[src/rtl/sevenseg_pkg.sv]
// sevenseg_pkg: segment bit positions and the hex-to-segment pattern table
package sevenseg_pkg;
  localparam int SEG_A = 0;
  localparam int SEG_B = 1;
  localparam int SEG_C = 2;
  localparam int SEG_D = 3;
  localparam int SEG_E = 4;
  localparam int SEG_F = 5;
  localparam int SEG_G = 6;
  localparam logic [6:0] SEG_BLANK = 7'h00;
  localparam logic [6:0] HEX_SEG [16] = '{
    7'h3F, 7'h06, 7'h5B, 7'h4F, 7'h66, 7'h6D, 7'h7D, 7'h07,
    7'h7F, 7'h6F, 7'h77, 7'h7C, 7'h39, 7'h5E, 7'h79, 7'h71
  };
endpackage

[src/rtl/hex_to_seg.sv]
// hex_to_seg: combinational nibble to seven-segment pattern lookup
module hex_to_seg
  import sevenseg_pkg::*;
(
  input  logic [3:0] nib,
  output logic [6:0] seg
);
  // table lookup; every nibble value has an entry
  always_comb seg = HEX_SEG[nib];
endmodule

[src/rtl/sevenseg_scan.sv]
// sevenseg_scan: double-buffered multiplexed seven-segment scanner with ghost gap and leading-zero blanking
module sevenseg_scan
  import sevenseg_pkg::*;
#(
  parameter int NDIGITS = 4,
  parameter int DIV     = 1000,
  parameter int BLANK   = 2
) (
  input  logic                   clk,
  input  logic                   reset,
  input  logic                   load,
  input  logic [4*NDIGITS-1:0]   value,
  input  logic [NDIGITS-1:0]     dp_in,
  input  logic                   blank_lz,
  output logic [6:0]             segments,
  output logic                   dp,
  output logic [NDIGITS-1:0]     digit_en
);
  localparam int CW = DIV > 1 ? $clog2(DIV) : 1;
  localparam int IW = NDIGITS > 1 ? $clog2(NDIGITS) : 1;
  logic [4*NDIGITS-1:0] shadow_val, disp_val;
  logic [NDIGITS-1:0]   shadow_dp, disp_dp, lz;
  logic                 pending, slot_end, frame_wrap, gap, blanked;
  logic [CW-1:0]        cnt;
  logic [IW-1:0]        idx;
  logic [3:0]           nib;
  logic [6:0]           pat;
  assign slot_end   = cnt == CW'(DIV - 1);
  assign frame_wrap = slot_end && idx == IW'(NDIGITS - 1);
  assign gap        = cnt < CW'(BLANK);
  assign nib        = disp_val[4*idx +: 4];
  assign blanked    = blank_lz && idx != '0 && lz[idx];
  // lz[i]: digit i and everything more significant are zero
  for (genvar i = 0; i < NDIGITS; i++) begin : g_lz
    assign lz[i] = disp_val[4*NDIGITS-1:4*i] == '0;
  end
  hex_to_seg u_dec (.nib(nib), .seg(pat));
  // scan counters, double buffer and registered pin drivers
  always_ff @(posedge clk) begin
    if (reset) begin
      cnt        <= '0;
      idx        <= '0;
      shadow_val <= '0;
      shadow_dp  <= '0;
      disp_val   <= '0;
      disp_dp    <= '0;
      pending    <= 1'b0;
      segments   <= SEG_BLANK;
      dp         <= 1'b0;
      digit_en   <= '0;
    end else begin
      cnt <= slot_end ? '0 : cnt + 1'b1;
      if (slot_end) idx <= frame_wrap ? '0 : idx + 1'b1;
      if (load) begin
        shadow_val <= value;
        shadow_dp  <= dp_in;
      end
      if (frame_wrap && load) begin
        disp_val <= value;
        disp_dp  <= dp_in;
        pending  <= 1'b0;
      end else if (load) begin
        pending <= 1'b1;
      end else if (frame_wrap && pending) begin
        disp_val <= shadow_val;
        disp_dp  <= shadow_dp;
        pending  <= 1'b0;
      end
      segments <= (gap || blanked) ? SEG_BLANK : pat;
      dp       <= !gap && disp_dp[idx];
      digit_en <= gap ? '0 : NDIGITS'(1) << idx;
    end
  end
endmodule

[config.mk]
export PLATFORM = sky130hd
export DESIGN_NAME = sevenseg_scan
export DESIGN_NICKNAME = d
export VERILOG_FILES = /design/src/rtl/sevenseg_pkg.sv /design/src/rtl/hex_to_seg.sv /design/src/rtl/sevenseg_scan.sv
export SDC_FILE = /design/constraint.sdc
export NUM_CORES = 1
export LEC_CHECK = 0
export ABC_AREA = 0
export CORE_MARGIN = 2
export CORE_UTILIZATION = 50
export DETAILED_ROUTE_END_ITERATION = 8
export PLACE_DENSITY = 0.81
export SYNTH_ARGS = -nofsm -noshare
export SYNTH_HDL_FRONTEND = slang
export SYNTH_SLANG_ARGS = --single-unit
[constraint.sdc]
create_clock -name clk -period 4.44 [get_ports clk]
set_input_delay 0.666 -clock clk [delete_from_list [all_inputs] [get_ports clk]]
set_output_delay 0.666 -clock clk [all_outputs]
set_load 0.02 [all_outputs]
# --- Yosys cells after proc, flatten, opt, wreduce, memory -nomap -nowiden ---
# Memory sizes are Yosys's and may differ from the RTL's. A register that Yosys moved wholly into a read port is not among the register bits.
# Index checks and enable logic that the tools add are counted.
word_totals:
  inputBits: 24
  rom_bits: 112
  out_inout_bits: 12
  mem_count: 1
  regBits: 58
  elab_cells: 53
op_classes:
  n_shift: 2
  n_reduce_logical: 20
  n_mux: 13
  n_addsub: 2
  n_bitwise: 1
  n_lt_le_gt_ge: 2
  n_eq_ne: 3
memory_table:
  columns: ["name", "words", "word_bits", "rd", "rd_ports_with_merged_regs", "wr", "line", "text"]
  rows:
  - ["(name not given)", 16, 7, 1, 1, 0, "hex_to_seg.sv:9", "always_comb seg = HEX_SEG[nib];"]
ops:
  columns: ["operator", "count"]
  rows:
  - ["16-bit two-way mux", 3]
  - ["16-bit logical NOT", 1]
  - ["16-bit by 5-bit indexed part select with 4-bit output", 1]
  - ["12-bit logical NOT", 1]
  - ["4-bit two-way mux", 3]
  - ["10-bit by 1-bit adder with 10-bit output, second input constant", 1]
  - ["10-bit == test, second input constant", 1]
  - ["10-bit by 2-bit < comparator with 1-bit output, second input constant", 1]
  - ["8-bit logical NOT", 1]
  - ["2-bit OR reduction", 4]
  - ["1-bit logical AND", 6]
  - ["2-bit nonzero test", 3]
  - ["4-bit NOT with 5-bit output", 1]
  - ["1-bit binary-select mux with 2-bit select", 2]
  - ["4-bit logical NOT", 1]
  - ["1-bit two-way mux", 4]
  - ["1-bit by 2-bit << shifter with 4-bit output, first input constant", 1]
  - ["2-bit by 3-bit < comparator with 1-bit output, second input constant", 1]
  - ["2-bit by 1-bit adder with 2-bit output, second input constant", 1]
  - ["2-bit == test, second input constant", 1]
  - ["2-bit two-way mux", 1]
  - ["2-bit by 1-bit != test with 1-bit output, second input constant", 1]
  - ["2-bit AND reduction", 1]
  - ["1-bit logical NOT", 1]
  - ["1-bit logical OR", 1]

# --- Depth between registers and ports, before layout ---
# Gate-level depths: netlist (run 1).
logic_depth:
  depth_word: 6
  depth_mapped: 7

# --- Hierarchy ---
# A second synthesis (run 1) with hierarchy kept.
unflattened:
  cells_unflattened: 261
  hier_area_um2: 2690.1
by_module_without_submodules:
  columns: ["module", "n_inst", "cells_each", "area_each_um2"]
  rows:
  - ["sevenseg_scan", 1, 228, 2403.6]
  - ["hex_to_seg", 1, 33, 286.5]

# --- Least setup slack after synthesis (run 1) ---
# Ideal clock, no wire load.
synth_path:
  path_kind: "reg2reg"
  from: "register idx[0]"
  to: "register segments[4]"
  stages_incl_launch_ff: 7
  setup_ps: 145
  path_slack_ps: 2479
  t_arrival_ps: 1816
  synth_period_minus_slack_ps: 1961
  path_cell_list: "dfxtp_1 -> buf_2 -> mux4_2 -> ha_1 -> or2_2 -> a21oi_1 -> a311oi_1"
synth_between:
  elab_chain_len: 5
  elab_cells_between_ends: 9
synth_rtl:
  columns: ["element", "line", "text"]
  rows:
  - ["start, declared", "sevenseg_scan.sv:25", "logic [IW-1:0] idx;"]
  - ["start signal, assigned", "sevenseg_scan.sv:53", "if (slot_end) idx <= frame_wrap ? '0 : idx + 1'b1;"]
  - ["1-bit binary-select mux with 2-bit select or 2-bit nonzero test (tied branches)", "sevenseg_scan.sv:32", "assign blanked = blank_lz && idx != '0 && lz[idx];"]
  - ["1-bit two-way mux (not written as such) or 1-bit logical AND (tied branches)", "sevenseg_scan.sv:32", null]
  - ["1-bit logical AND", "sevenseg_scan.sv:32", null]
  - ["1-bit logical OR", "sevenseg_scan.sv:69", "segments <= (gap || blanked) ? SEG_BLANK : pat;"]
  - ["2-bit OR reduction (no source line)", null, null]
  - ["end, declared", "sevenseg_scan.sv:15", "output logic [6:0] segments,"]
# Parallel ways exist; a longest one is shown, timed or not. The select of a mux whose other input is x is not followed.
# A chain may end at the register's enable or synchronous reset.

# --- Worst setup path after layout (run 1) ---
layout_path:
  from: "input load"
  to: "register disp_dp[2]"
layout_between:
  elab_chain_len: 3
  elab_cells_between_ends: 5
layout_rtl:
  columns: ["element", "line", "text"]
  rows:
  - ["start, declared", "sevenseg_scan.sv:11", "input logic load,"]
  - ["1-bit logical AND", "sevenseg_scan.sv:58", "if (frame_wrap && load) begin"]
  - ["2-bit by 1-bit != test with 1-bit output (no source line) or 2-bit nonzero test (tied branches)", null, null]
  - ["2-bit AND reduction (no source line)", null, null]
  - ["end signal, assigned", "sevenseg_scan.sv:60", "disp_dp <= dp_in;"]
  - ["end signal, assigned", "sevenseg_scan.sv:66", "disp_dp <= shadow_dp;"]
  - ["end, declared", "sevenseg_scan.sv:22", "logic [NDIGITS-1:0] shadow_dp, disp_dp, lz;"]
# Parallel ways exist; a longest one is shown, timed or not.

==> out/qor.csv, run 1 <==
stage,metric,value,unit
outcome,run status,finished clean,
timing,Fin Setup TNS,0,ns
worst_setup_path,"slowest stage delay, CP",0.74,ns
timing,Max transition margin,0.4883,
power,Sw Pwr,267.5,µW
grt,largest net degree at the start of global routing,48,
logic_synthesis,mapped cell area,2851,µm²
worst_setup_path,reg2reg path depth,6,
power,Tot Pwr,1207,µW
grt,initial antenna violation count,0,
logic_synthesis,"FFs w/ async S/R, synth",0,
logic_synthesis,syn nets,327,
clock_network,post_cts resized,0,
timing,Fin. Hold Viols,0,
worst_setup_path,slowest cell on the critical path,nor4_4,
die,Starting Density,0.5178,
power,clock power share,0.418,
logic_synthesis,sequential area share after synthesis,0.4563,
detailed_routing,via/cell ratio,5.382,
timing,Slew @ Worst Pin,0.7618,ns
placement,DP Wirelength,3626,µm
detailed_routing,total wire length,5240,µm
die,Die Wd,79.52,µm
power,worst vdd ir,0.2978,mV
power,Static Leak,0.001249,µW
die,Core Area,5507,µm²
clock_network,CTS buffer count,9,
grt,M1 GR Usage,0.2419,
logic_synthesis,Post-synth top flop,dfxtp_1,
flow_run,total of max-cap violations,0,
grt,M2 GR Usage,0.2874,
detailed_routing,Starting DRT DRC Count,101,
clock_network,CTS tree,yes,
logic_synthesis,Syn Area/Cell,9.732,µm²
detailed_routing,final antenna-violating net count,0,
layout,layout cells sized above 1,0.1027,
power,P_int,939.1,µW
timing,Final Setup Violations,0,
placement,port bufs,35,
worst_setup_path,critical path required time,4.70,ns
hold_path,Worst Hold Path Cells,1,
clock_network,clock latency on the worst-skew pair,0.35,ns
worst_setup_path,most frequent CP cell,buf_4,
placement,RePlAce Congestion,0.8578,
logic_synthesis,Ys Warns,0,
timing,RSZ-0062 raised after global routing,no,
logic_synthesis,Syn Inst Count,293,
clock_network,Max H-tree Level,3,
grt,GR Overflow Total,0,
clock_network,post-CTS setup buffers,0,
power,Sequential Power Share,0.506,
worst_setup_path,worst-path maximum fanout,24,
grt,first-pass GRT wire length,9218,µm
clock_network,clk buf depth,2,
power,PwrDens,350.3,nW/µm²
die,die area,6323,µm²
logic_synthesis,post-synthesis register bit count,65,
timing,Tcrit/Tclk final,0.6059,
worst_setup_path,critical setup path kind,input port to flip-flop,
power,switch share,0.2217,
worst_setup_path,"Cell Chain, Critical Path",clkdlybuf4s50_1 > buf_4 > o21ai_1 > nor4_4 > buf_4 > nor2_1 > a211oi_1,
timing,Slew Limit Fails,0,
layout,Area Overhead vs Synth,20.80,%
clock_network,Worst-path clk slew,0.07,ns
die,IO Pins,36,
power,Comb pwr share,0.075,
detailed_routing,TritonRoute pass-1 iters,4,
detailed_routing,Vias,2169,
die,Die Span Y,79.52,µm
clock_network,"Hold-fix buffers, CTS",0,
detailed_routing,Post-route DRC,0,
clock_network,Root Buffer,clkbuf_8,
worst_setup_path,worst path arrival time,2.95,ns
layout,Antenna Cells,0,
logic_synthesis,Cell variety after synth,36,
grt,routing usage on met3,0.07240,
worst_setup_path,Crit. End Element,flip-flop,
timing,FMAX,371.7,MHz
logic_synthesis,number of synthesized flops with an enable pin,0,
grt,Top Usage Layer GRT,met2,
timing,Final min period,2.690,ns
grt,number of global-route vias before repair,2009,
clock_network,clk sink count,65,
die,FP Rows,27,
layout,# nets final,360,
timing,Clock Skew,0.007700,ns
hold_path,worst hold path class,flip-flop to flip-flop,
detailed_routing,wire length per cell,13.00,µm
worst_setup_path,launching element type of the critical path,input port,
grt,total track usage,0.1911,
==> stage by stage <==
stage	setup WS [ns]	hold WS (ns)	cell area [µm²]	std cells	util
2_1_floorplan	2.479	0.4176	2851	293	-
3_3_place_gp	1.467	0.4293	3239	387	0.5883
3_5_place_dp	1.403	0.4425	3239	387	0.5883
4_1_cts	1.753	0.4582	3445	403	0.6255
5_1_grt	1.539	0.4768	3445	403	0.6255
6_report	1.750	0.4533	3445	403	0.6255
==> cell usage after synthesis (all sizes together) (5+ instances only) <==
cell,instances,area (µm²)
nor4,5,61.31
dfxtp,65,1301
nand3,5,25.02
nor3,7,35.03
xnor2,9,78.83
nor2,50,187.7
a211oi,14,105.1
a21oi,17,85.08
o221ai,8,70.07
inv,6,22.52
nand2,20,75.07
ha,10,125.1
mux2i,25,250.2
clkbuf,10,37.54
buf,6,37.53
==> cell families (layout without fill, tap and decap cells) <==
family,count (synthesis),count (layout),synth area share
AO/OA/AOI/OAI,48,48,0.1194
XOR/XNOR,12,12,0.03686
AND/OR/NAND/NOR,103,103,0.1742
multiplexers,33,33,0.1351
adder cells (fa/ha/maj),10,10,0.04388
buffers and inverters,22,60,0.03422
flip-flops,65,65,0.4563
==> critical path, delay by kind of cell <==
family | cells | cell delay, ns
AO/OA/AOI/OAI | 2 | 0.39
buffers and inverters | 3 | 1.09
AND/OR/NAND/NOR | 2 | 0.80
==> power groups by stage <==
stage,clock network (µW),registers [µW],logic [µW]
finish,505,611,91.1
global route,548,612,100
CTS,521,611,91.9
detailed placement,0,624,91.6
global placement,0,623,90.4
floorplan,0,631,42.5
==> flip-flops by register name, indices dropped and copies added (netlist names) <==
signal and cells:
shadow_dp 4, idx 2, digit_en 4, pending 1, segments 7, shadow_val 16, disp_dp 4, cnt 10
dp 1, disp_val 16
==> metal layers <==
metal	wire length, µm	vias to the layer above
li1	-	1113
met1	2519	996
met2	2331	47
met3	295	13
met4	94	0
met5	0	-
==> cells in the final DEF (no fill, tap or decap), types with 4 or more instances in the layout <==
| cell type | synthesis | final |
|---|---|---|
| a21oi_1 | 17 | 17 |
| mux4_2 | 4 | 4 |
| nor2_1 | 50 | 50 |
| ha_1 | 10 | 10 |
| clkbuf_8 | 0 | 11 |
| inv_1 | 6 | 6 |
| mux2i_1 | 25 | 25 |
| nor2b_1 | 4 | 4 |
| nand2_1 | 20 | 20 |
| clkdlybuf4s50_1 | 0 | 35 |
| o221ai_1 | 8 | 8 |
| nand3_1 | 5 | 5 |
| dfxtp_1 | 65 | 65 |
| mux2_2 | 4 | 4 |
| nor3_1 | 7 | 7 |
| a211oi_1 | 14 | 14 |
| xnor2_1 | 9 | 9 |
==> layout make-up <==
| type | count | area [µm²] |
|---|---|---|
| Clock buffer | 11 | 151.4 |
| Clock inverter | 5 | 53.80 |
| Fill cell | 478 | 2062 |
| Inverter | 6 | 22.52 |
| Multi-Input combinational cell | 206 | 1453 |
| Sequential cell | 65 | 1301 |
| Tap cell | 72 | 90.09 |
| Timing Repair Buffer | 38 | 372.9 |
==> worst paths after layout <==
path | start | to | slack, ns
min reg2reg | cnt[0] | cnt[0] | 0.45
max reg2reg | idx[1] | disp_dp[2] | 1.88
min | cnt[0] | cnt[0] | 0.45
max | load | disp_dp[2] | 1.75
(Power assumes the default switching activity.)
==> run 2, diff against run 1 <==
CORE_UTILIZATION = 49   (was 50)
PLACE_DENSITY = 0.83   (was 0.81)
clock period = 2.35 ns   (was 4.44 ns; I/O delays follow)
==> run 2 against run 1 <==
  * Total power rose by 96%
  * Clock power rose by 110%
  * Sequential power rose by 88%
  * First-iteration DRC count rose by 36%
  * Design area rose by 1.7%
  * Register-to-register slack got worse by 1.6 ns
  * Flip-flop and latch count did not move
  * Setup slack got worse by 1.5 ns
  * Clock-buffer cell count fell by 2
  * Via count rose by 3.0%
  * Non-clock buffer count rose by 4
  * Die area rose by 1.9%
  * Critical path type is now flip-flop to flip-flop
==> out/qor.csv, run 2 (synthesis results as in run 1) <==
stage,metric,value,unit
detailed_routing,Post-route DRC,0,
die,Die Span Y,80.29,µm
placement,DP Wirelength,4146,µm
layout,fill cell count,465,
layout,Area Overhead vs Synth,22.82,%
timing,Max transition margin,0.6026,
grt,initial antenna violation count,0,
timing,Clock Skew,0.01086,ns
timing,Tcrit/Tclk final,0.8752,
layout,layout cells sized above 1,0.1164,
detailed_routing,Starting DRT DRC Count,137,
power,Sw Pwr,538.7,µW
grt,largest net degree at the start of global routing,44,
hold_path,worst hold path class,flip-flop to flip-flop,
worst_setup_path,launching element type of the critical path,flip-flop,
clock_network,clk buf depth,2,
worst_setup_path,slowest cell on the critical path,mux4_2,
layout,biggest regs,"disp_val: 16 flops, shadow_val: 16 flops, cnt: 10 flops",
power,PwrDens,675.8,nW/µm²
layout,"most common cell after layout, fill and taps aside",dfxtp_1,
layout,Antenna Cells,0,
power,switch share,0.2276,
detailed_routing,total wire length,5879,µm
worst_setup_path,critical setup path kind,flip-flop to flip-flop,
grt,GR Overflow Total,0,
layout,"Design Area, Final",3502,µm²
flow_run,total of max-cap violations,0,
clock_network,clock latency on the worst-skew pair,0.35,ns
worst_setup_path,"Buf+Inv Stages, Crit Path",1,
detailed_routing,final antenna-violating net count,0,
detailed_routing,via/cell ratio,5.489,
die,Starting Density,0.5116,
clock_network,post-CTS setup buffers,0,
clock_network,CTS tree,yes,
die,IO Pins,36,
layout,# nets final,364,
power,Sequential Power Share,0.487,
timing,Fin Setup TNS,0,ns
die,Core Area,5574,µm²
grt,number of global-route vias before repair,2190,
die,Die Wd,80.29,µm
placement,RePlAce Congestion,0.9070,
timing,FMAX,486.2,MHz
grt,first-pass GRT wire length,10030,µm
worst_setup_path,Worst path top cell family by delay,multiplexers,
layout,final non-filler cell total,407,
grt,total track usage,0.2048,
worst_setup_path,critical path required time,2.61,ns
power,worst vdd ir,0.4942,mV
clock_network,Max H-tree Level,3,
detailed_routing,Vias,2234,
timing,Slew @ Worst Pin,0.5795,ns
clock_network,Worst-path clk slew,0.07,ns
timing,Slew Limit Fails,0,
detailed_routing,TritonRoute pass-1 iters,4,
worst_setup_path,Crit. End Element,flip-flop,
worst_setup_path,worst path arrival time,2.32,ns
timing,Fin. Hold Viols,0,
layout,FF/Latch Area,1303,µm²
worst_setup_path,"slowest stage delay, CP",0.62,ns
die,FP Rows,27,
detailed_routing,wire length per cell,14.44,µm
timing,Final Setup Violations,0,
layout,most frequent cells in the layout,"64 x dfxtp_1, 50 x nor2_1, 35 x clkdlybuf4s50_1",
worst_setup_path,"Cell Chain, Critical Path",mux4_2 > inv_1 > ha_1 > nor2_1 > a211oi_1 > nor3b_1,
timing,RSZ-0062 raised after global routing,no,
power,P_int,1828,µW
placement,area post-placement,3282,µm²
power,Static Leak,0.001274,µW
clock_network,CTS buffer count,9,
placement,Placed Instances,391,
clock_network,clk sink count,65,
outcome,run status,finished clean,
clock_network,Root Buffer,clkbuf_8,
power,clock power share,0.438,
placement,port bufs,35,
layout,multi-input logic area,1453,µm²
power,Comb pwr share,0.074,
worst_setup_path,worst-path maximum fanout,13,
die,die area,6446,µm²
timing,Final min period,2.057,ns
clock_network,"Hold-fix buffers, CTS",0,
run 2: changes by cell type in the layout (fill, tap and decap cells not counted):
| cell | previous run | this run |
|---|---|---|
| clkinv_4 | 1 | 2 |
| clkbuf_8 | 11 | 9 |
| clkinv_2 | 3 | 2 |
| bufinv_16 | 1 | 2 |
| buf_4 | 3 | 6 |
| dfxtp_2 | 0 | 1 |
| dfxtp_1 | 65 | 64 |
| clkinvlp_4 | 0 | 1 |
| buf_12 | 0 | 1 |
run 2: path summary, 6_finish.rpt:
check                      to  cells after the start  startpoint  slack, ns
hold reg to reg        cnt[0]                      1      cnt[0]       0.45
setup / recovery  segments[1]                      6      idx[0]       0.29
hold / removal         cnt[0]                      1      cnt[0]       0.45
setup reg to reg  segments[1]                      6      idx[0]       0.29
run 2: metrics by stage:
stage | total power [µW] | setup slack [ns] | util | hold slack [ns]
2_1_floorplan | 1272 | 0.3894 | - | 0.4176
3_3_place_gp | 1350 | 0.2716 | 0.5888 | 0.4288
3_5_place_dp | 1355 | 0.1333 | 0.5888 | 0.4354
4_1_cts | 2386 | 0.1029 | 0.6281 | 0.4516
5_1_grt | 2451 | 0.1701 | 0.6283 | 0.4917
6_report | 2367 | 0.2932 | 0.6283 | 0.4514
run 2: worst register-to-register path, stage by stage, from the launching register on:
cell,delay (ns)
dfxtp_2,0.51
mux4_2,0.62
inv_1,0.16
ha_1,0.26
nor2_1,0.11
a211oi_1,0.07
nor3b_1,0.24
run 2: cell type report:
class                   count  share of cell area
well taps                  72             0.02572
clock inverters             7             0.02715
multi-input cells         206              0.4148
repair buffers             42              0.1186
clock buffers               9             0.03537
flip-flops and latches     65              0.3719
inverters                   6            0.006431
run 2: repair_timing:
item | in CTS | in global routing
hold endpoints to repair | 0 | 0
gates resized for setup | 0 | 1
setup endpoints to repair | 0 | 1
run 2: power by group through the flow:
stage	registers [µW]	logic (µW)	clock network, µW
finish	1150	176	1040
global route	1160	193	1100
CTS	1150	177	1060
detailed placement	1180	176	0
global placement	1180	172	0
floorplan	1190	80.2	0
run 2: layer usage:
metal / track usage / vias up / routed length, µm
li1: - / 1115 / -
met2: 0.3258 / 70 / 2722
met3: 0.04719 / 16 / 300
met4: 0.1305 / 0 / 162
met5: 0 / - / 0
met1: 0.2479 / 1033 / 2693
==> run 3, diff against run 2 <==
CELL_PAD_IN_SITES_DETAIL_PLACEMENT = 0   (was default)
CELL_PAD_IN_SITES_GLOBAL_PLACEMENT = 1   (was default)
CORE_UTILIZATION = 38   (was 49)
MAX_ROUTING_LAYER = met4   (was default)
==> run 3 against run 2 <==
  * Die area up 27%
  * Total power up 4.9%
  * Setup slack better by 0.048 ns
  * Global-route usage down 5.1 points
  * Hold slack better by 0.0086 ns
  * Cell count up 7.1%
  * Register-to-register slack better by 0.05 ns
  * Sequential share of layout area down 0.66 points
  * Clock skew down 0.0047 ns
  * Combinational power about the same
  * Critical path type unchanged
==> out/qor.csv, run 3 (synthesis results as in run 1) <==
stage,metric,value,unit
worst_setup_path,Reg2Reg Setup Slack,0.34,ns
layout,"most common cell after layout, fill and taps aside",dfxtp_1,
timing,Clock Skew,0.006180,ns
power,worst vdd ir,0.3923,mV
clock_network,Worst-path clk slew,0.07,ns
timing,WHS,0.4600,ns
die,die area,8213,µm²
clock_network,clk sink count,65,
layout,Antenna Cells,0,
layout,# nets final,366,
grt,number of global-route vias before repair,2191,
worst_setup_path,worst-path maximum fanout,7,
placement,DP Worst Slack,0.3274,ns
die,Core Area,7253,µm²
die,FP Rows,31,
worst_setup_path,reg2reg path depth,6,
clock_network,Max H-tree Level,3,
timing,RSZ-0062 raised after global routing,no,
clock_network,CTS tree,yes,
layout,biggest regs,"disp_val: 16 flops, shadow_val: 16 flops, cnt: 10 flops",
clock_network,CTS buffer count,9,
clock_network,clk buf depth,2,
hold_path,WHS Endpoint,cnt[0],
placement,DP Wirelength,4072,µm
detailed_routing,Starting DRT DRC Count,105,
worst_setup_path,Crit. End Element,flip-flop,
die,IO Pins,36,
detailed_routing,TritonRoute pass-1 iters,5,
worst_setup_path,R2R Path End,segments[1],
timing,Final min period,2.008,ns
worst_setup_path,FF-to-FF Start,idx[0],
timing,Final Setup Violations,0,
grt,GR Overflow Total,0,
hold_path,Worst Hold Path Cells,1,
clock_network,"Hold-fix buffers, CTS",0,
clock_network,Root Buffer,clkbuf_8,
layout,"Design Area, Final",3562,µm²
placement,port bufs,35,
timing,Slew @ Worst Pin,0.4206,ns
power,PwrDens,697.2,nW/µm²
worst_setup_path,"slowest stage delay, CP",0.63,ns
layout,Area Overhead vs Synth,24.92,%
power,Static Leak,0.001292,µW
timing,Max transition margin,0.7196,
grt,total track usage,0.1542,
hold_path,worst hold path class,flip-flop to flip-flop,
clock_network,clock latency on the worst-skew pair,0.34,ns
detailed_routing,final antenna-violating net count,0,
layout,most frequent cells in the layout,"65 x dfxtp_1, 50 x nor2_1, 35 x clkdlybuf4s50_1",
placement,RePlAce Congestion,0.8475,
grt,initial antenna violation count,0,
timing,Slew Limit Fails,0,
worst_setup_path,critical path required time,2.61,ns
flow_run,total of max-cap violations,0,
die,Die Wd,90.63,µm
grt,first-pass GRT wire length,10020,µm
worst_setup_path,slowest cell on the critical path,mux4_2,
clock_network,post_cts resized,0,
worst_setup_path,critical setup path kind,flip-flop to flip-flop,
timing,FMAX,497.9,MHz
worst_setup_path,launching element type of the critical path,flip-flop,
worst_setup_path,"Cell Chain, Critical Path",mux4_2 > inv_1 > ha_1 > nor2_1 > a211oi_1 > nor3b_1,
detailed_routing,via/cell ratio,5.078,
detailed_routing,wire length per cell,13.12,µm
detailed_routing,Post-route DRC,0,
grt,largest net degree at the start of global routing,43,
die,Starting Density,0.3931,
detailed_routing,total wire length,5721,µm
worst_setup_path,worst path arrival time,2.27,ns
timing,Fin Setup TNS,0,ns
clock_network,post-CTS setup buffers,0,
layout,layout cells sized above 1,0.1157,
die,Die Span Y,90.63,µm
timing,Tcrit/Tclk final,0.8547,
placement,area post-placement,3318,µm²
timing,Fin. Hold Viols,0,
detailed_routing,Vias,2214,
hold_path,min-delay src,cnt[0],
worst_setup_path,crit path launch,idx[0],
timing,worst setup margin,0.3416,ns
outcome,run status,finished clean,
==> run 3: changes by cell type in the layout (fill, tap and decap cells not counted) <==
cell       change
clkinv_2       -1
clkbuf_8       +1
buf_12         -1
dfxtp_2        -1
dfxtp_1        +1
bufinv_16      +1
buf_4          +3
clkbuf_1       +1
clkinv_4       -2
==> run 3: layout make-up <==
type | count | area, µm²
Sequential cell | 65 | 1301
Multi-Input combinational cell | 206 | 1453
Tap cell | 99 | 123.9
Inverter | 6 | 22.52
Timing Repair Buffer | 44 | 417.9
Fill cell | 709 | 3691
Clock inverter | 5 | 102.6
Clock buffer | 11 | 141.4
==> run 3: power breakdown <==
part           switching, µW  internal, µW  total, µW
logic                   81.1          91.9        173
clock network            424           732       1160
registers               14.9          1140       1150
==> run 3: metal layers <==
layer | vias up | wire (µm) | global-route usage | share of wire
met5 | - | 0 | - | 0
met4 | 0 | 106 | 0.06795 | 0.019
met3 | 14 | 256 | 0.04090 | 0.045
met2 | 47 | 2624 | 0.2394 | 0.46
met1 | 1032 | 2734 | 0.1885 | 0.48
li1 | 1121 | - | - | -
==> run 3: how the worst max path moves through the flow <==
stage                   end  depth (start not counted)  slack, ns
4_1_cts         segments[2]                          6       0.34
2_1_floorplan   segments[4]                          6       0.39
3_5_place_dp    disp_val[9]                          5       0.33
3_3_place_gp   disp_val[12]                          5       0.33
5_1_grt         segments[1]                          6       0.19
6_report        segments[1]                          6       0.34
==> run 3: metrics by stage <==
step | total power (µW) | cells | util
after floorplan | 1272 | 293 | -
after global placement | 1352 | 420 | 0.4575
after detailed placement | 1354 | 420 | 0.4575
after CTS | 2515 | 436 | 0.4911
after global routing | 2578 | 436 | 0.4911
final | 2483 | 436 | 0.4911
==> run 3: critical path, delay by kind of cell (launching register included) <==
kind                       cells  cell delay, ns
AOI/OAI and AO/OA              1            0.05
adders and majority gates      1            0.27
buffers and inverters          1            0.16
DFF                            1            0.51
muxes                          1            0.63
and+or+nand+nor                2            0.30
